### config.mk
export PLATFORM = sky130hd
export DESIGN_NAME = pulse_delay_meter_flat
export DESIGN_NICKNAME = d
export VERILOG_FILES = /design/src/rtl/pulse_pkg.sv /design/src/rtl/pulse_delay_meter_if.sv /design/src/rtl/pulse_edge_det.sv /design/src/rtl/pulse_delay_meter.sv /design/src/flat_wrapper.sv
export SDC_FILE = /design/constraint.sdc
export NUM_CORES = 1
export LEC_CHECK = 0
export ABC_AREA = 1
export BUFFER_PORTS_ARGS = -buffer_cell sky130_fd_sc_hd__buf_2
export CORE_AREA = 4 4 150 167
export DETAILED_ROUTE_END_ITERATION = 6
export DIE_AREA = 0 0 154 171
export SLEW_MARGIN = 10
export SYNTH_ARGS = -nofsm -noshare
export SYNTH_HDL_FRONTEND = slang
export SYNTH_SLANG_ARGS = --single-unit
### constraint.sdc
create_clock -name clk -period 10.6 [get_ports clk]
set_input_delay 0.53 -clock clk [delete_from_list [all_inputs] [get_ports clk]]
set_output_delay 0.53 -clock clk [all_outputs]
set_load 0.02 [all_outputs]
### src/rtl/pulse_pkg.sv
// Shared types for the pulse delay meter: measurement FSM states.
package pulse_pkg;

  typedef enum logic [1:0] {
    IDLE      = 2'd0,
    WAIT_RISE = 2'd1,
    WAIT_FALL = 2'd2
  } pdm_state_e;

endpackage

### src/rtl/pulse_delay_meter_if.sv
// Pulse inputs, timeout setting and measurement results of the pulse delay meter.
interface pulse_delay_meter_if #(
  parameter int CNT_W = 32
);
  logic             pulse_ref;
  logic             pulse_dly;
  logic [CNT_W-1:0] timeout_num;
  logic             busy;
  logic             meas_valid;
  logic [CNT_W-1:0] meas_delay;
  logic [CNT_W-1:0] meas_width;
  logic             meas_timeout;

  modport master (
    output pulse_ref, pulse_dly, timeout_num,
    input  busy, meas_valid, meas_delay, meas_width, meas_timeout
  );

  modport slave (
    input  pulse_ref, pulse_dly, timeout_num,
    output busy, meas_valid, meas_delay, meas_width, meas_timeout
  );
endinterface

### src/rtl/pulse_edge_det.sv
// Two-flop sampler with rise/fall detect; resets to "high" so a level already
// high when reset releases is not reported as a rising edge.
module pulse_edge_det (
  input  logic clk,
  input  logic rst_n,
  input  logic sig,
  output logic rise,
  output logic fall
);

  logic [1:0] r;

  always_ff @(posedge clk or negedge rst_n) begin
    if (!rst_n) r <= 2'b11;
    else        r <= {r[0], sig};
  end

  assign rise = (r == 2'b01);
  assign fall = (r == 2'b10);

endmodule

### src/rtl/pulse_delay_meter.sv
// Measures ref-rise to dly-rise delay and dly high width, one result per
// reference pulse, with an optional timeout.
module pulse_delay_meter
  import pulse_pkg::*;
#(
  parameter int CNT_W = 32
) (
  input  logic                clk,
  input  logic                rst_n,
  pulse_delay_meter_if.slave  bus
);

  localparam logic [CNT_W-1:0] CNT_MAX = '1;
  localparam logic [CNT_W-1:0] CNT_ONE = CNT_W'(1);

  function automatic logic [CNT_W-1:0] sat_inc(input logic [CNT_W-1:0] v);
    return (v == CNT_MAX) ? v : v + CNT_ONE;
  endfunction

  logic ref_rise, ref_fall, dly_rise, dly_fall;

  pulse_edge_det u_ref_det (
    .clk   (clk),
    .rst_n (rst_n),
    .sig   (bus.pulse_ref),
    .rise  (ref_rise),
    .fall  (ref_fall)
  );

  pulse_edge_det u_dly_det (
    .clk   (clk),
    .rst_n (rst_n),
    .sig   (bus.pulse_dly),
    .rise  (dly_rise),
    .fall  (dly_fall)
  );

  pdm_state_e       state_q, state_d;
  logic [CNT_W-1:0] cnt_q, cnt_d;
  logic [CNT_W-1:0] to_q, to_d;
  logic [CNT_W-1:0] dq_q, dq_d;
  logic             issue;
  logic [CNT_W-1:0] res_delay, res_width;
  logic             res_tmo;
  logic             expired;
  logic             valid_q, tmo_q;
  logic [CNT_W-1:0] delay_q, width_q;

  assign expired = (to_q != '0) && (cnt_q == to_q);

  always_comb begin
    state_d   = state_q;
    cnt_d     = cnt_q;
    to_d      = to_q;
    dq_d      = dq_q;
    issue     = 1'b0;
    res_delay = delay_q;
    res_width = width_q;
    res_tmo   = tmo_q;
    case (state_q)
      IDLE: begin
        if (ref_rise) begin
          to_d  = bus.timeout_num;
          cnt_d = CNT_ONE;
          if (dly_rise) begin
            dq_d    = '0;
            state_d = WAIT_FALL;
          end else begin
            state_d = WAIT_RISE;
          end
        end
      end
      WAIT_RISE: begin
        if (dly_rise) begin
          dq_d    = cnt_q;
          cnt_d   = CNT_ONE;
          state_d = WAIT_FALL;
        end else if (expired) begin
          issue     = 1'b1;
          res_delay = cnt_q;
          res_width = '0;
          res_tmo   = 1'b1;
          state_d   = IDLE;
        end else begin
          cnt_d = sat_inc(cnt_q);
        end
      end
      WAIT_FALL: begin
        if (dly_fall || expired) begin
          issue     = 1'b1;
          res_delay = dq_q;
          res_width = cnt_q;
          res_tmo   = !dly_fall;
          state_d   = IDLE;
        end else begin
          cnt_d = sat_inc(cnt_q);
        end
      end
      default: state_d = IDLE;
    endcase
    // A reference edge coinciding with a result starts the next measurement.
    if (issue && ref_rise) begin
      state_d = WAIT_RISE;
      cnt_d   = CNT_ONE;
      to_d    = bus.timeout_num;
    end
  end

  always_ff @(posedge clk or negedge rst_n) begin
    if (!rst_n) begin
      state_q <= IDLE;
      cnt_q   <= '0;
      valid_q <= 1'b0;
      delay_q <= '0;
      width_q <= '0;
      tmo_q   <= 1'b0;
    end else begin
      state_q <= state_d;
      cnt_q   <= cnt_d;
      valid_q <= issue;
      if (issue) begin
        delay_q <= res_delay;
        width_q <= res_width;
        tmo_q   <= res_tmo;
      end
    end
  end

  // Timeout and captured delay are only read after being loaded.
  always_ff @(posedge clk) begin
    to_q <= to_d;
    dq_q <= dq_d;
  end

  assign bus.busy         = (state_q != IDLE);
  assign bus.meas_valid   = valid_q;
  assign bus.meas_delay   = delay_q;
  assign bus.meas_width   = width_q;
  assign bus.meas_timeout = tmo_q;

  logic unused_ok;
  assign unused_ok = ref_fall;

endmodule

### src/flat_wrapper.sv
// flat-port wrapper written by rule: the top's interface ports become plain ports
module pulse_delay_meter_flat import pulse_pkg::*;
#(
  parameter int CNT_W = 32
)
  (clk, rst_n, bus_pulse_ref, bus_pulse_dly, bus_timeout_num, bus_busy, bus_meas_valid, bus_meas_delay, bus_meas_width, bus_meas_timeout);
  pulse_delay_meter_if #(.CNT_W(CNT_W)) bus_i ();
  input  logic clk;
  input  logic rst_n;
  input wire logic [$bits(bus_i.pulse_ref)-1:0] bus_pulse_ref;
  input wire logic [$bits(bus_i.pulse_dly)-1:0] bus_pulse_dly;
  input wire logic [$bits(bus_i.timeout_num)-1:0] bus_timeout_num;
  output wire logic [$bits(bus_i.busy)-1:0] bus_busy;
  output wire logic [$bits(bus_i.meas_valid)-1:0] bus_meas_valid;
  output wire logic [$bits(bus_i.meas_delay)-1:0] bus_meas_delay;
  output wire logic [$bits(bus_i.meas_width)-1:0] bus_meas_width;
  output wire logic [$bits(bus_i.meas_timeout)-1:0] bus_meas_timeout;
  assign bus_i.pulse_ref = bus_pulse_ref;
  assign bus_i.pulse_dly = bus_pulse_dly;
  assign bus_i.timeout_num = bus_timeout_num;
  assign bus_busy = bus_i.busy;
  assign bus_meas_valid = bus_i.meas_valid;
  assign bus_meas_delay = bus_i.meas_delay;
  assign bus_meas_width = bus_i.meas_width;
  assign bus_meas_timeout = bus_i.meas_timeout;
  pulse_delay_meter #(.CNT_W(CNT_W)) u_core (.clk(clk), .rst_n(rst_n), .bus(bus_i));
endmodule
==> flow_metrics.tcl, run 1 <==
set metrics [dict create \
    status "finished, final reports clean" \
    placed_cells 1576 \
    power.switching_w 0.000600 \
    netlist_instances 1243 \
    core_area_um2 23400 \
    vias 7871 \
    p_int_w 0.00118 \
    cts_sinks 168 \
    total_power_w 0.00178 \
    p_sw_share_pct 33.8 \
    post_cts_resized 0 \
    synthDistinctLibCells 34 \
    boundaryPins 103 \
    drt_iter0_markers 672 \
    root_buffer "clkbuf_16" \
    drc_errors 0 \
    p_clk_share_pct 34.7 \
    required_ns 10.92 \
    die_w_um 154 \
    gr-usage-all-layers_pct 19.4 \
    cts.clk_slew.worst_paths_ns 0.07 \
    fin_setup_tns_ns 0 \
    wl_per_cell_um 15.7 \
    ant_nets 0 \
    clk_path_buf_depth 2 \
    io_buffers 102 \
    finalClockSkew_ns 0.0104 \
    crit_buf_inv 3 \
    grt_pass1_vias 7228 \
    start_util_pct 40.4 \
    crit_arrival_ns 4.58 \
    ff2ff_path_depth 12 \
    worst_ir_drop_vdd_mv 0.105 \
    yosysWarningCount 0 \
    numCtsBuffers 17 \
    drtPass1Iterations 5 \
    crit_type "flip-flop to flip-flop" \
    final.min_clock_period_ns 4.26 \
    diodes 0 \
    clkLatencyLatePin_ns 0.44 \
    rows 59 \
    min_path_type "input pin to async pin" \
    critPathTopFamily "simple AND/OR/NAND/NOR gates" \
    grt_pass1_wl_mm 39.9 \
    syn-cell-area_um2 9470 \
    rsz0062_at_grt "false" \
    setup_viol 0 \
    cts_hold_buf 0 \
    rr_endpoint "u_core.cnt_q[26]$_DFFE_PN0P_" \
    areaGrowthSynthToFinish_pct 11.5 \
    ff2ff_setup_slack_ns 6.34 \
    fillCellCount 2381 \
    worst_slew_pin_slew_ns 1.16 \
    cts_max_level 4 \
    drive_gt1_share_pct 17.2 \
    viasPerCell 4.89 \
    p_leak_nw 5.24 \
    cp_max_fo 65 \
    cts_tree "built" \
    finalNonFillerCells 1608 \
    slowest_delay_ns 0.73 \
    grt_max_degree 74 \
    path_cells "inv_1, ha_2, buf_4, inv_1, nand2_1, nand2_1, a21oi_1, nand3_4, nand3_2, nand3_2, nand2_1, nand2_1" \
    max_freq_mhz 235 \
    die_height_um 171 \
    slowest_stage "nand3_2" \
    gp_congestion 0.922 \
    avgSynthCellArea_um2 7.61 \
    timing.rr.start "u_core.state_q[0]$_DFFE_PN0P_" \
    dieArea_um2 26300 \
    cts_setup_buffers 0 \
    final_max_slew_viol_count 0 \
    end_kind "flip-flop" \
    relSlewSlack_pct 22.2 \
    pwr-share-seq_pct 43.6 \
    cap_violations 0 \
    p_per_area_nw_per_um2 168 \
    nets 1332 \
    finalCritPeriodShare_pct 40.2 \
    ys_seq_elements 168 \
    routed_wl_mm 25.2 \
    worstSetupStartpointType "flip-flop" \
    comb_power_share_pct 21.7 \
    gr-total-overflow 0 \
    seq_area_frac_synth_pct 47.9 \
    syn-num-nets 1285 \
    dp_hpwl_mm 18.3 \
    final-hold-violation-count 0 \
    antenna_found_initial 0 \
    worst_path_most_repeated_cell "nand2_1" \
]
## power by group through the flow
stage                     Sequential [W]  Combinational [W]  Clock, W
after global placement          0.000787           0.000383         0
after detailed placement        0.000788           0.000390         0
after floorplan                 0.000797           0.000268         0
after CTS                       0.000775           0.000390  0.000627
final                           0.000775           0.000386  0.000617
after global routing            0.000781           0.000431  0.000655
## cell usage in the layout (no fill, tap or decap), types with 2 or more instances in the layout
master / netlist / routed
a21oi_1: 20 / 18
a21oi_4: 0 / 2
buf_2: 32 / 101
buf_4: 4 / 6
clkbuf_16: 0 / 17
clkbuf_8: 0 / 3
clkinv_4: 0 / 3
clkinvlp_4: 0 / 2
dfrtp_1: 100 / 100
dfstp_2: 4 / 4
edfxtp_1: 64 / 64
ha_1: 6 / 4
ha_2: 0 / 2
inv_1: 106 / 106
inv_2: 15 / 15
inv_6: 0 / 4
nand2_1: 501 / 501
nand2_2: 3 / 2
nand3_1: 89 / 89
nand3_2: 3 / 3
nand4_1: 5 / 5
nor2_1: 101 / 101
nor2_2: 3 / 3
nor3_1: 2 / 2
o21ai_0: 35 / 35
o21ai_1: 21 / 21
o21ai_2: 50 / 50
xnor2_1: 17 / 17
xor2_1: 10 / 10
## through the flow
step	worst slack [ns]	utilization, %	hold WS [ns]	area, um2
floorplan	7.17	-	0.234	9470
global placement	6.58	42.6	0.355	9970
detailed placement	6.44	42.6	0.357	9970
CTS	6.41	45.1	0.151	10600
global route	6.03	45.1	0.183	10600
finish	6.34	45.1	0.126	10600
## cells in the mapped netlist
cell	instances	area, um2
buf_4	4	30.0
nor3_1	2	10.0
o21ai_2	50	438
nand2_2	3	18.8
ha_1	6	75.1
inv_1	106	398
and3_1	1	6.26
dfrtp_1	100	2500
xnor2_1	17	149
o21ai_1	21	105
buf_1	3	11.3
nand3_1	89	445
buf_6	14	158
and2_0	1	6.26
nand3_2	3	30.0
xor2_1	10	87.6
or2_2	1	6.26
buf_2	32	160
nor2_2	3	18.8
clkinv_1	1	3.75
nor3b_1	1	7.51
a21boi_4	1	18.8
o21ai_0	35	175
dfstp_2	4	105
edfxtp_1	64	1920
nand2_1	501	1880
a21oi_2	1	8.76
nor2_1	101	379
inv_2	15	56.3
nand4_1	5	31.3
clkbuf_1	26	97.6
a31oi_1	1	6.26
a21oi_1	20	100
nand3_4	1	17.5
## area by class of cell
class / instances / area (um2) / share of cell area (%)
Clock buffer: 21 / 470 / 4.46
Clock inverter: 11 / 111 / 1.06
Inverter: 122 / 458 / 4.34
Multi-Input combinational cell: 874 / 4050 / 38.4
Sequential cell: 168 / 4530 / 42.9
Tap cell: 305 / 382 / 3.62
Timing Repair Buffer: 107 / 551 / 5.22
## state kept, by name (all words and copies together), names as in the netlist
register / count
u_core.bus.meas_width: 32
u_core.dq_q: 32
u_core.u_dly_det.r: 2
u_core.bus.meas_delay: 32
u_core.bus.meas_timeout: 1
u_core.bus.meas_valid: 1
u_core.cnt_q: 32
u_core.state_q: 2
u_core.u_ref_det.r: 2
u_core.to_q: 32
## worst register-to-register path: stages, from the launching register on
cell and delay, ns:
dfrtp_1 0.42, inv_1 0.12, ha_2 0.17, buf_4 0.53, inv_1 0.34, nand2_1 0.15
nand2_1 0.06, a21oi_1 0.40, nand3_4 0.34, nand3_2 0.58, nand3_2 0.74, nand2_1 0.23
nand2_1 0.07
## how the worst max path moves through the flow
stage	from	to	slack [ns]	cells after the start
final	u_core.state_q[0]$_DFFE_PN0P_	u_core.cnt_q[26]$_DFFE_PN0P_	6.34	12
after global routing	u_core.state_q[0]$_DFFE_PN0P_	u_core.cnt_q[12]$_DFFE_PN0P_	6.03	12
after CTS	u_core.state_q[0]$_DFFE_PN0P_	u_core.cnt_q[31]$_DFFE_PN0P_	6.41	12
after detailed placement	u_core.state_q[0]$_DFFE_PN0P_	u_core.cnt_q[30]$_DFFE_PN0P_	6.44	12
after global placement	u_core.state_q[0]$_DFFE_PN0P_	u_core.cnt_q[29]$_DFFE_PN0P_	6.58	12
after floorplan	u_core.state_q[0]$_DFFE_PN0P_	u_core.to_q[0]$_DFFE_PP_	7.17	7
## routing by layer
layer | vias to the layer above | track usage [%] | part of all wire, %
met2 | 276 | 28.6 | 43
met4 | 0 | 7.83 | 2.9
li1 | 3976 | - | -
met1 | 3582 | 28.6 | 48
met3 | 37 | 3.06 | 6.9
met5 | - | 0 | 0
## cells by family (layout without fill, tap and decap cells)
kind of cell | Yosys count | count (layout) | share of synthesized area (%)
simple gates | 712 | 712 | 30.2
compound gates | 129 | 129 | 9.00
flops | 168 | 168 | 47.9
xor+xnor | 27 | 27 | 2.50
buf+inv | 201 | 261 | 9.66
fa+ha+maj | 6 | 6 | 0.793
No activity file was read; power rests on OpenSTA's default activity.
==> run 2: changes to the inputs <==
--- a/config.mk
+++ b/config.mk
@@ -5,11 +5,11 @@
 export SDC_FILE = /design/constraint.sdc
 export NUM_CORES = 1
 export LEC_CHECK = 0
-export ABC_AREA = 1
+export ABC_AREA = 0
 export BUFFER_PORTS_ARGS = -buffer_cell sky130_fd_sc_hd__buf_2
-export CORE_AREA = 4 4 150 167
+export CORE_AREA = 4 4 136 151
 export DETAILED_ROUTE_END_ITERATION = 6
-export DIE_AREA = 0 0 154 171
+export DIE_AREA = 0 0 140 155
 export SLEW_MARGIN = 10
 export SYNTH_ARGS = -nofsm -noshare
 export SYNTH_HDL_FRONTEND = slang
==> constraint.sdc (replaced) <==
create_clock -name clk -period 4 [get_ports clk]
set_input_delay 0.2 -clock clk [delete_from_list [all_inputs] [get_ports clk]]
set_output_delay 0.2 -clock clk [all_outputs]
set_load 0.02 [all_outputs]
==> flow_metrics.tcl, run 2 <==
set metrics [dict create \
    final_common_cell "buf_2" \
    synth-xor-area-share_pct 4.56 \
    dieArea_um2 21700 \
    relSlewSlack_pct 30.3 \
    rsz0062_at_grt "false" \
    die_w_um 140 \
    max_freq_mhz 319 \
    worst_ir_drop_vdd_mv 0.291 \
    cap_violations 0 \
    cts.clk_slew.worst_paths_ns 0.06 \
    cp_max_fo 21 \
    routed_wl_mm 19.5 \
    use_met1_pct 23.8 \
    end_kind "flip-flop" \
    final_max_slew_viol_count 0 \
    worst_slew_pin_slew_ns 1.05 \
    synth_top_area_share_pct 32.6 \
    synthDistinctLibCells 57 \
    crit_buf_inv 2 \
    dp_hpwl_mm 13.5 \
    p_leak_nw 3.98 \
    core_area_um2 19000 \
    ys_seq_elements 168 \
    rr_endpoint "u_core.cnt_q[27]$_DFFE_PN0P_" \
    start_util_pct 40.5 \
    drt_iter0_markers 443 \
    drive_gt1_share_pct 20.4 \
    antenna_found_initial 0 \
    rows 53 \
    areaGrowthSynthToFinish_pct 21.6 \
    finalCritPeriodShare_pct 78.4 \
    placed_cells 964 \
    diodes 0 \
    yosysWarningCount 0 \
    finalNonFillerCells 1031 \
    hold_end "u_core.u_ref_det.r[1]$_DFF_PN1_" \
    cts_setup_buffers 0 \
    ant_nets 0 \
    numCtsBuffers 17 \
    holdPathStages 0 \
    boundaryPins 103 \
    fin_setup_tns_ns 0 \
    ff2ff_path_depth 9 \
    ff2ff_setup_slack_ns 0.86 \
    cts_tree "built" \
    synth-simple-area-share_pct 13.6 \
    p_per_area_nw_per_um2 531 \
    required_ns 4.30 \
    crit_type "flip-flop to flip-flop" \
    cts_hold_buf 35 \
    grt_pass1_wl_mm 31.2 \
    min_path_type "flip-flop to flip-flop" \
    seq_area_frac_synth_pct 58.9 \
    critPathTopFamily "compound AO/OA/AOI/OAI gates" \
    path_cells "nor4_1, nand4_1, nor2_1, o31a_1, o21ai_1, buf_4, a21oi_1, buf_4, a21oi_1" \
    gr-usage-all-layers_pct 18.3 \
    most-common-layout-cells "buf_2 (101), dfrtp_1 (100), edfxtp_1 (64), nand2_1 (58), a22o_1 (36)" \
    syn-num-nets 697 \
    wl_per_cell_um 18.9 \
    nets 813 \
    viasPerCell 5.39 \
    slowest_stage "a21oi_1" \
    crit_arrival_ns 3.44 \
    slowest_delay_ns 0.69 \
    synth_async_sr_flop_share_pct 61.9 \
    synth_flop_cell "dfrtp_1" \
    drtPass1Iterations 4 \
    vias 5561 \
    use_met3_pct 4.09 \
    synth_top_area_cell "dfrtp_1" \
    io_buffers 102 \
    clk_path_buf_depth 2 \
    grt_max_degree 72 \
    synthTopCellsByArea "dfrtp_1 (33%), edfxtp_1 (25%), mux2i_1 (4.4%)" \
    final.min_clock_period_ns 3.14 \
    min_from "u_core.u_ref_det.r[0]$_DFF_PN1_" \
    timing.rr.start "u_core.to_q[16]$_DFFE_PP_" \
    drc_errors 0 \
    synthTopCellsByCount "dfrtp_1 (100), edfxtp_1 (64), nand2_1 (58)" \
    gp_congestion 0.963 \
    clkLatencyLatePin_ns 0.42 \
    synth.most_common_cell "dfrtp_1" \
    synthAdderAreaFrac_pct 0.977 \
    post_cts_resized 0 \
    met2_usage_pct 30.3 \
    synth_compound_area_share_pct 13.3 \
    netlist_instances 655 \
    status "finished, final reports clean" \
    final-hold-violation-count 0 \
    worstSetupStartpointType "flip-flop" \
    die_height_um 155 \
    synthMuxAreaShare_pct 4.58 \
    syn-cell-area_um2 7680 \
    cts_max_level 4 \
    grt_pass1_vias 5623 \
    grt.busiest_layer "met2" \
    setup_viol 0 \
    synth_top_family_by_area "simple AND/OR/NAND/NOR gates" \
    synth-edff-count 64 \
    cts_sinks 168 \
    avgSynthCellArea_um2 11.7 \
    finalClockSkew_ns 0.00695 \
    gr-total-overflow 0 \
    root_buffer "clkbuf_16" \
]
run 2: worst max-delay path by stage:
stage                                      from                      endpoint  slack [ns]  depth (start not counted)
finish                u_core.to_q[16]$_DFFE_PP_  u_core.cnt_q[27]$_DFFE_PN0P_        0.86                          9
global route        u_core.cnt_q[1]$_DFFE_PN0P_   u_core.cnt_q[6]$_DFFE_PN0P_        0.67                          8
CTS                   u_core.to_q[16]$_DFFE_PP_  u_core.cnt_q[27]$_DFFE_PN0P_        0.81                          9
detailed placement    u_core.to_q[16]$_DFFE_PP_  u_core.cnt_q[27]$_DFFE_PN0P_        0.82                          9
global placement      u_core.to_q[16]$_DFFE_PP_  u_core.cnt_q[26]$_DFFE_PN0P_        0.96                          9
floorplan           u_core.cnt_q[0]$_DFFE_PN0P_      u_core.to_q[0]$_DFFE_PP_        1.16                          7
run 2: cells by family after synthesis:
family / count (synthesis)
simple gates: 200
flops: 168
compound gates: 144
buf+inv: 62
xor+xnor: 40
mux: 35
fa+ha+maj: 6
run 2: final cells by class:
class / instances / area [um2]
Timing Repair Buffer: 151 / 981
Tap cell: 247 / 309
Multi-Input combinational cell: 425 / 2850
Clock buffer: 22 / 484
Clock inverter: 10 / 164
Inverter: 8 / 30.0
Fill cell: 1739 / 9620
Sequential cell: 168 / 4530
run 2: where the power goes:
part	switching (W)	total, W	internal [W]	leakage, nW
registers	0.000101	0.00204	0.00194	2.03
logic	0.000771	0.00113	0.000360	1.64
clock network	0.000668	0.00178	0.00112	0.313
total	0.00154	0.00496	0.00342	3.98
run 2: stage by stage:
step           hold WS, ns  area (um2)  utilization (%)  worst slack, ns  total power [W]
4_1_cts              0.381        9340             49.3            0.808          0.00499
6_report             0.379        9340             49.3            0.864          0.00496
2_1_floorplan      -0.0956        7680                -             1.16          0.00280
3_3_place_gp         0.307        8350             44.0            0.961          0.00316
3_5_place_dp         0.311        8350             44.0            0.825          0.00318
5_1_grt              0.385        9340             49.3            0.674          0.00518
run 2: layer usage:
metal / part of all wire (%) / routed length (um)
met1: 44 / 8550
met2: 49 / 9490
met3: 5.0 / 976
met4: 2.2 / 433
met5: 0 / 0
